## config.mk

```make
export PLATFORM = sky130hd
export DESIGN_NAME = nibble_serial_add_ctrl
export DESIGN_NICKNAME = d
export VERILOG_FILES = /design/src/rtl/nibble_serial_add_ctrl.sv
export SDC_FILE = /design/constraint.sdc
export NUM_CORES = 1
export LEC_CHECK = 0
export BUFFER_PORTS_ARGS = -buffer_cell sky130_fd_sc_hd__buf_2
export CORE_UTILIZATION = 55
export DETAILED_ROUTE_END_ITERATION = 8
export PLACE_DENSITY = 0.94
export SLEW_MARGIN = 5
export SYNTH_ARGS = -nofsm -noshare
export SYNTH_HDL_FRONTEND = slang
export SYNTH_SLANG_ARGS = --single-unit
```

## constraint.sdc

```tcl
create_clock -name clk -period 5.91 [get_ports clk]
set_input_delay 0.2955 -clock clk [delete_from_list [all_inputs] [get_ports clk]]
set_output_delay 0.2955 -clock clk [all_outputs]
set_load 0.005 [all_outputs]
```

## src/rtl/nibble_serial_add_ctrl.sv

```systemverilog
// Nibble-serial controller wrapped around an external 4-bit adder.
// Optional signed overflow flag: define SIGNED_OVF_FLAG_EN.
module nibble_serial_add_ctrl #(
  parameter int NIBBLES = 4
) (
  input  logic                   clk,
  input  logic                   rst,
  input  logic                   in_valid,
  output logic                   in_ready,
  input  logic [4*NIBBLES-1:0]   op_a,
  input  logic [4*NIBBLES-1:0]   op_b,
  input  logic                   op_cin,
  output logic [3:0]             add_a,
  output logic [3:0]             add_b,
  output logic                   add_cin,
  input  logic [3:0]             add_sum,
  input  logic                   add_cout,
  output logic                   out_valid,
  input  logic                   out_ready,
  output logic [4*NIBBLES-1:0]   result,
  output logic                   cout,
`ifdef SIGNED_OVF_FLAG_EN
  output logic                   ovf,
`endif
  output logic                   busy
);

  localparam int W  = 4 * NIBBLES;
  localparam int IW = (NIBBLES > 1) ? $clog2(NIBBLES) : 1;
  localparam logic [IW-1:0] LAST = IW'(NIBBLES - 1);

  typedef enum logic [1:0] {
    S_IDLE,
    S_RUN,
    S_DONE
  } state_t;

  state_t          state_q, state_d;
  logic [IW-1:0]   idx_q, idx_d;
  logic            carry_q, carry_d;
  logic [W-1:0]    a_q, a_d;
  logic [W-1:0]    b_q, b_d;
  logic [W-1:0]    result_q, result_d;
  logic            cout_q, cout_d;
  logic [W-1:0]    sh_a, sh_b;
  logic [IW+1:0]   base;
`ifdef SIGNED_OVF_FLAG_EN
  logic            ovf_q, ovf_d;
`endif

  assign base = {idx_q, 2'b00};
  assign sh_a = a_q >> base;
  assign sh_b = b_q >> base;

  assign result = result_q;
  assign cout   = cout_q;
`ifdef SIGNED_OVF_FLAG_EN
  assign ovf    = ovf_q;
`endif

  // State and datapath registers, synchronous reset
  always_ff @(posedge clk) begin
    if (rst) begin
      state_q  <= S_IDLE;
      idx_q    <= '0;
      carry_q  <= 1'b0;
      a_q      <= '0;
      b_q      <= '0;
      result_q <= '0;
      cout_q   <= 1'b0;
`ifdef SIGNED_OVF_FLAG_EN
      ovf_q    <= 1'b0;
`endif
    end else begin
      state_q  <= state_d;
      idx_q    <= idx_d;
      carry_q  <= carry_d;
      a_q      <= a_d;
      b_q      <= b_d;
      result_q <= result_d;
      cout_q   <= cout_d;
`ifdef SIGNED_OVF_FLAG_EN
      ovf_q    <= ovf_d;
`endif
    end
  end

  // Next-state, adder drive and handshake outputs
  always_comb begin
    state_d   = state_q;
    idx_d     = idx_q;
    carry_d   = carry_q;
    a_d       = a_q;
    b_d       = b_q;
    result_d  = result_q;
    cout_d    = cout_q;
`ifdef SIGNED_OVF_FLAG_EN
    ovf_d     = ovf_q;
`endif
    in_ready  = 1'b0;
    out_valid = 1'b0;
    busy      = 1'b0;
    add_a     = 4'd0;
    add_b     = 4'd0;
    add_cin   = 1'b0;
    unique case (state_q)
      S_IDLE: begin
        in_ready = 1'b1;
        if (in_valid) begin
          a_d      = op_a;
          b_d      = op_b;
          carry_d  = op_cin;
          result_d = '0;
          cout_d   = 1'b0;
`ifdef SIGNED_OVF_FLAG_EN
          ovf_d    = 1'b0;
`endif
          idx_d    = '0;
          state_d  = S_RUN;
        end
      end
      S_RUN: begin
        busy    = 1'b1;
        add_a   = sh_a[3:0];
        add_b   = sh_b[3:0];
        add_cin = carry_q;
        result_d[base +: 4] = add_sum;
        carry_d = add_cout;
        if (idx_q == LAST) begin
          cout_d  = add_cout;
`ifdef SIGNED_OVF_FLAG_EN
          ovf_d   = (a_q[W-1] == b_q[W-1]) &&
                    (add_sum[3] != a_q[W-1]);
`endif
          state_d = S_DONE;
        end else begin
          idx_d = idx_q + 1'b1;
        end
      end
      S_DONE: begin
        busy      = 1'b1;
        out_valid = 1'b1;
        if (out_ready) state_d = S_IDLE;
      end
      default: state_d = S_IDLE;
    endcase
  end

endmodule
```

[Yosys cells after proc, flatten, opt, wreduce, memory -nomap -nowiden]
Cells that the tools add are included.
Cells by class
  shifts and indexed selects: 4
  muxes and demuxes: 21
  eq/ne operators: 7
  reductions and logical operators: 8
  add/subtract/negate cells: 2
Operator list (count)
  16-bit case mux with 2 select lines: 1
  16-bit by 4-bit right shift with 4-bit output: 2
  16-bit bitwise mux: 1
  16-bit two-way mux: 1
  4-bit by 6-bit variable shift with 16-bit output, first input constant: 1
  4-bit by 6-bit indexed part select with 16-bit output: 1
  2-bit two-way mux: 5
  3-bit AND reduction: 3
  4-bit two-way mux: 2
  2-bit inequality test, second input constant: 4
  1-bit two-way mux: 7
  4-bit negation with 6-bit output: 1
  2-bit case mux with 3 select lines: 1
  2-bit equality test, second input constant: 2
  1-bit case mux with 2 select lines: 2
  2-bit case mux with 2 select lines: 1
  2-bit AND reduction: 2
  2-bit by 1-bit adder with 2-bit output, second input constant: 1
  2-bit by 1-bit equality test with 1-bit output, second input constant: 1
  2-bit zero test: 1
  2-bit nonzero test: 1
  2-bit OR reduction: 1
Word-level totals
  word-level logic and storage cells: 49
  flip-flop bits (word level): 54
  input bits: 42
  output and inout port bits: 29

[Logic depth before layout (Yosys ltp)]
  depth in word-level cells: 4
  mapped depth: 7
  gate-level depth less buffers: 5

[Least setup slack after synthesis]
Ideal clock, no wire load.
  path type: register to register
  start point: register idx_q[0]
  end point: register result_q[10], in the netlist result[10]
  required time: 5.852 ns
  buffers on the path: 2
  cell stages (with the launch flop): 8
  setup time: 0.058 ns
  arrival time: 1.867 ns
  setup slack: 3.985 ns
  period minus slack after synthesis: 1.925 ns
  cell sequence: dfxtp_1 buf_6 buf_2 inv_1 ha_1 or4b_4 nor3_4 a22o_2
Between the ends
  longest elaborated chain between the ends: 4
  elaborated cells between the ends (all ways): 5
  those cells by class: 1 x add/sub; 2 x shift; 2 x mux
Ends and longest elaborated chain
  start: declaration: line 39  | logic [IW-1:0] idx_q, idx_d;
  start signal: assignment: line 76  | idx_q <= idx_d;
  4-bit negation with 6-bit output *: line 127  | result_d[base +: 4] = add_sum;
  4-bit by 6-bit indexed part select with 16-bit output / 4-bit by 6-bit variable shift with 16-bit output (equally long branches): line 127
  16-bit bitwise mux *: line 127
  16-bit case mux with 2 select lines *: line 106  | unique case (state_q)
  end signal: assignment: line 80  | result_q <= result_d;
  end: declaration: line 43  | logic [W-1:0] result_q, result_d;
Every way passes the cells marked *; elsewhere a longest branch is shown, timed or not.
A chain may end at the register's enable or synchronous reset.

[Worst setup path in the final report]
  start point: register idx_q[0]
  end point: output port add_b[3]
Between the ends
  longest elaborated chain between the ends: 2
Ends and longest elaborated chain
  16-bit by 4-bit right shift with 4-bit output: line 53  | assign sh_b = b_q >> base;
  4-bit two-way mux: line 106
  end: declaration: line 14  | output logic [3:0] add_b,
Every way passes these cells.

==> impl_results.md <==
* Cell breakdown of the critical path: mux4_1 -> and2_1 -> buf_2
* CP arrival at approximately 2.2 ns
* Synthesized Nets at about 330
* Final Max Slew Viols at 0
* Pleak at ~1.2 nW
* Top post-synthesis cells by area: dfxtp_1 (44%), nand2_1 (11%), a21oi_1 (9.3%)
* Crit path max-delay family: flip-flops
* Max-slew headroom at 0.293
* CP max-delay cell: dfxtp_1
* # H-tree levels at 2
* First-pass GRT wire length at 9280 um
* Synthesis-to-finish area growth at 17.4%
* Layout cell share with drive strength beyond 1 at 0.263
* CTS tree: yes
* Worst Path Buf+Inv at 1
* Period minus WS final at roughly 2.4 ns
* Die Wd at around 70 um
* MaxCap Viol Count at 0
* Number of antenna violations at the first check in global routing at 0
* Ports at 71
* Final Wtd Congestion at between 0.7 and 0.8
* I/O Buffers at 70
* Setup Buffers After CTS at 0
* Unrepaired setup endpoints after global routing: no
* Clock latency on the worst-skew pair at approximately 0.3 ns
* Crit-path max FO at 18
* Via count at 2,219
* Fmax at ~410 MHz
* Final-report hold violation count at 0
* Final Cycle Share at 0.413
* Multi-input logic area at 0.00128 mm2
* Worst vdd ir at about 0.00018 V
* Post-synthesis sequential area ratio at 0.437
* Status: completed
* CP endpoint kind: output pin
* Register area at roughly 0.0011 mm2
* DRC violations left at 0
* Power density over cell area at roughly 340 mW/mm2
* Clock Skew at 0.00839 ns
* Synth top area share at 0.437
* Hold Crit Class: in -> reg
* Distinct cells, synth at 30
* Overall routing resource usage at 0.239
* GRT Residual Overflow at 0
* Core Rows at 24
* Final setup viols at 0
* Resized Gates After CTS at 0
* Max stage delay on crit path at roughly 0.85 ns
* Antenna Violating Nets Remaining at 0
* Vias in the first global route at 2,134
* Ys flop type: dfxtp_1
* Synth Area per Inst at ~8.8 um2
* 1st-pass router iterations at 4
* Routed WL at approximately 5700 um
* HPWL after DPL at about 3800 um
* WL/cell at between 10 and 15 um
* Slew @ Worst Pin at ~1.0 ns
* Starting Density at 0.572
* Final Util at 0.671
* Total power at a little under 0.001 W
* Post-synth EDFFs at 0
* Final nets at just under 400
* # hold bufs at CTS at 0
* DR iter-0 viols at between 150 and 200
* Filler cell count at 350
* CTS max path bufs at 2
* Clk sinks at 54
* Largest net degree at the start of global routing at 55
* Final Cell Area at approximately 0.0029 mm2
* TritonCTS buffer count at 5
* Reg clk slew, reported paths at about 0.090 ns
* CP startpoint kind: register
* Crit path kind: reg -> out
* Asr flop ratio synth at 0
* Core Area at 0.00432 mm2
* TNS Setup at 0 ns
* Die height at a little under 70 um
* Largest area contributor in the netlist: dfxtp_1
* Register bit count reported by yosys at 54
* Die ar. at about 0.0048 mm2
* Worst path required time at about 5.6 ns
* Antenna diodes at 0
* Root buffer cell: clkbuf_8
* Pre-CTS WS at approximately 3.6 ns
* Final WS setup at 3.47 ns
* Post-synthesis cell count at 281
* Yosys Warn Count at 0
* Placed cell areas at 0.00280 mm2
* Post-Syn Area at around 0.0025 mm2
* DR vias/cell at roughly 5.7
## cell usage in the layout, fill, tap and decap left out, types with 5 or more instances in the layout
cell	n
ha_1	9
nor2b_1	6
nand2_1	70
buf_2	70
o21ai_0	13
clkbuf_8	5
a21oi_1	46
dfxtp_1	54
nand4_1	13
and2_1	11
## cells by family (layout without fill, tap and decap cells)
| kind of cell | after synthesis | count (layout) | share of synthesized area |
|---|---|---|---|
| compound gates | 68 | 68 | 0.150 |
| fa+ha+maj | 9 | 9 | 0.0455 |
| buf+inv | 24 | 82 | 0.0430 |
| flops | 54 | 54 | 0.437 |
| mux | 11 | 11 | 0.0916 |
| simple gates | 115 | 115 | 0.233 |
## metrics by stage
stage          std cells  hold WS [ns]
2_1_floorplan        281         0.431
3_3_place_gp         383         0.438
3_5_place_dp         383         0.445
4_1_cts              391         0.222
5_1_grt              391         0.222
6_report             391         0.219
## sequential cells by signal, indices dropped and copies added, names as in the netlist
register,count
a_q,16
b_q,16
carry_q,1
cout,1
idx_q,2
result,16
state_q,2
## synth_stat cells (6+ instances only)
cell / number
a21oi_1: 46
and2_1: 11
buf_2: 7
clkbuf_1: 12
dfxtp_1: 54
ha_1: 9
nand2_1: 70
nand4_1: 13
nor2b_1: 6
o21ai_0: 13
## worst paths after layout
kind | from | end | slack (ns) | cells past startpoint
setup / recovery | idx_q[0]$_SDFFE_PP0P_ | add_b[3] | 3.47 | 3
hold / removal | op_b[14] | b_q[14]$_SDFFE_PP0P_ | 0.22 | 3
setup reg to reg | idx_q[0]$_SDFFE_PP0P_ | result[8]$_SDFFE_PP0P_ | 3.57 | 5
hold reg to reg | b_q[15]$_SDFFE_PP0P_ | b_q[15]$_SDFFE_PP0P_ | 0.46 | 2
## worst register-to-register path: stages (launching register included)
cell	delay, ns
dfxtp_1	0.85
inv_1	0.24
ha_1	0.30
or4b_4	0.54
nor3_4	0.19
a22o_2	0.18
## power breakdown
part           internal [W]  leakage, nW  switching [W]
combinational      0.000114        0.739       0.000179
sequential         0.000411        0.441      0.0000328
clock              0.000127       0.0524       0.000113
## routing by layer
layer	vias up	share of wire	track usage
met5	-	0	0
met4	0	0.018	0.0771
met3	10	0.048	0.0453
met2	80	0.50	0.419
met1	1036	0.43	0.296
li1	1093	-	-
## final cells by class
cell class,count,share of cell area
Clock buffer,7,0.0263
Inverter,4,0.00517
Timing Repair Buffer,70,0.121
Sequential cell,54,0.372
Tap cell,52,0.0224
Clock inverter,1,0.0103
Multi-Input combinational cell,203,0.443
Note: power is estimated with default switching activity, not from simulation.
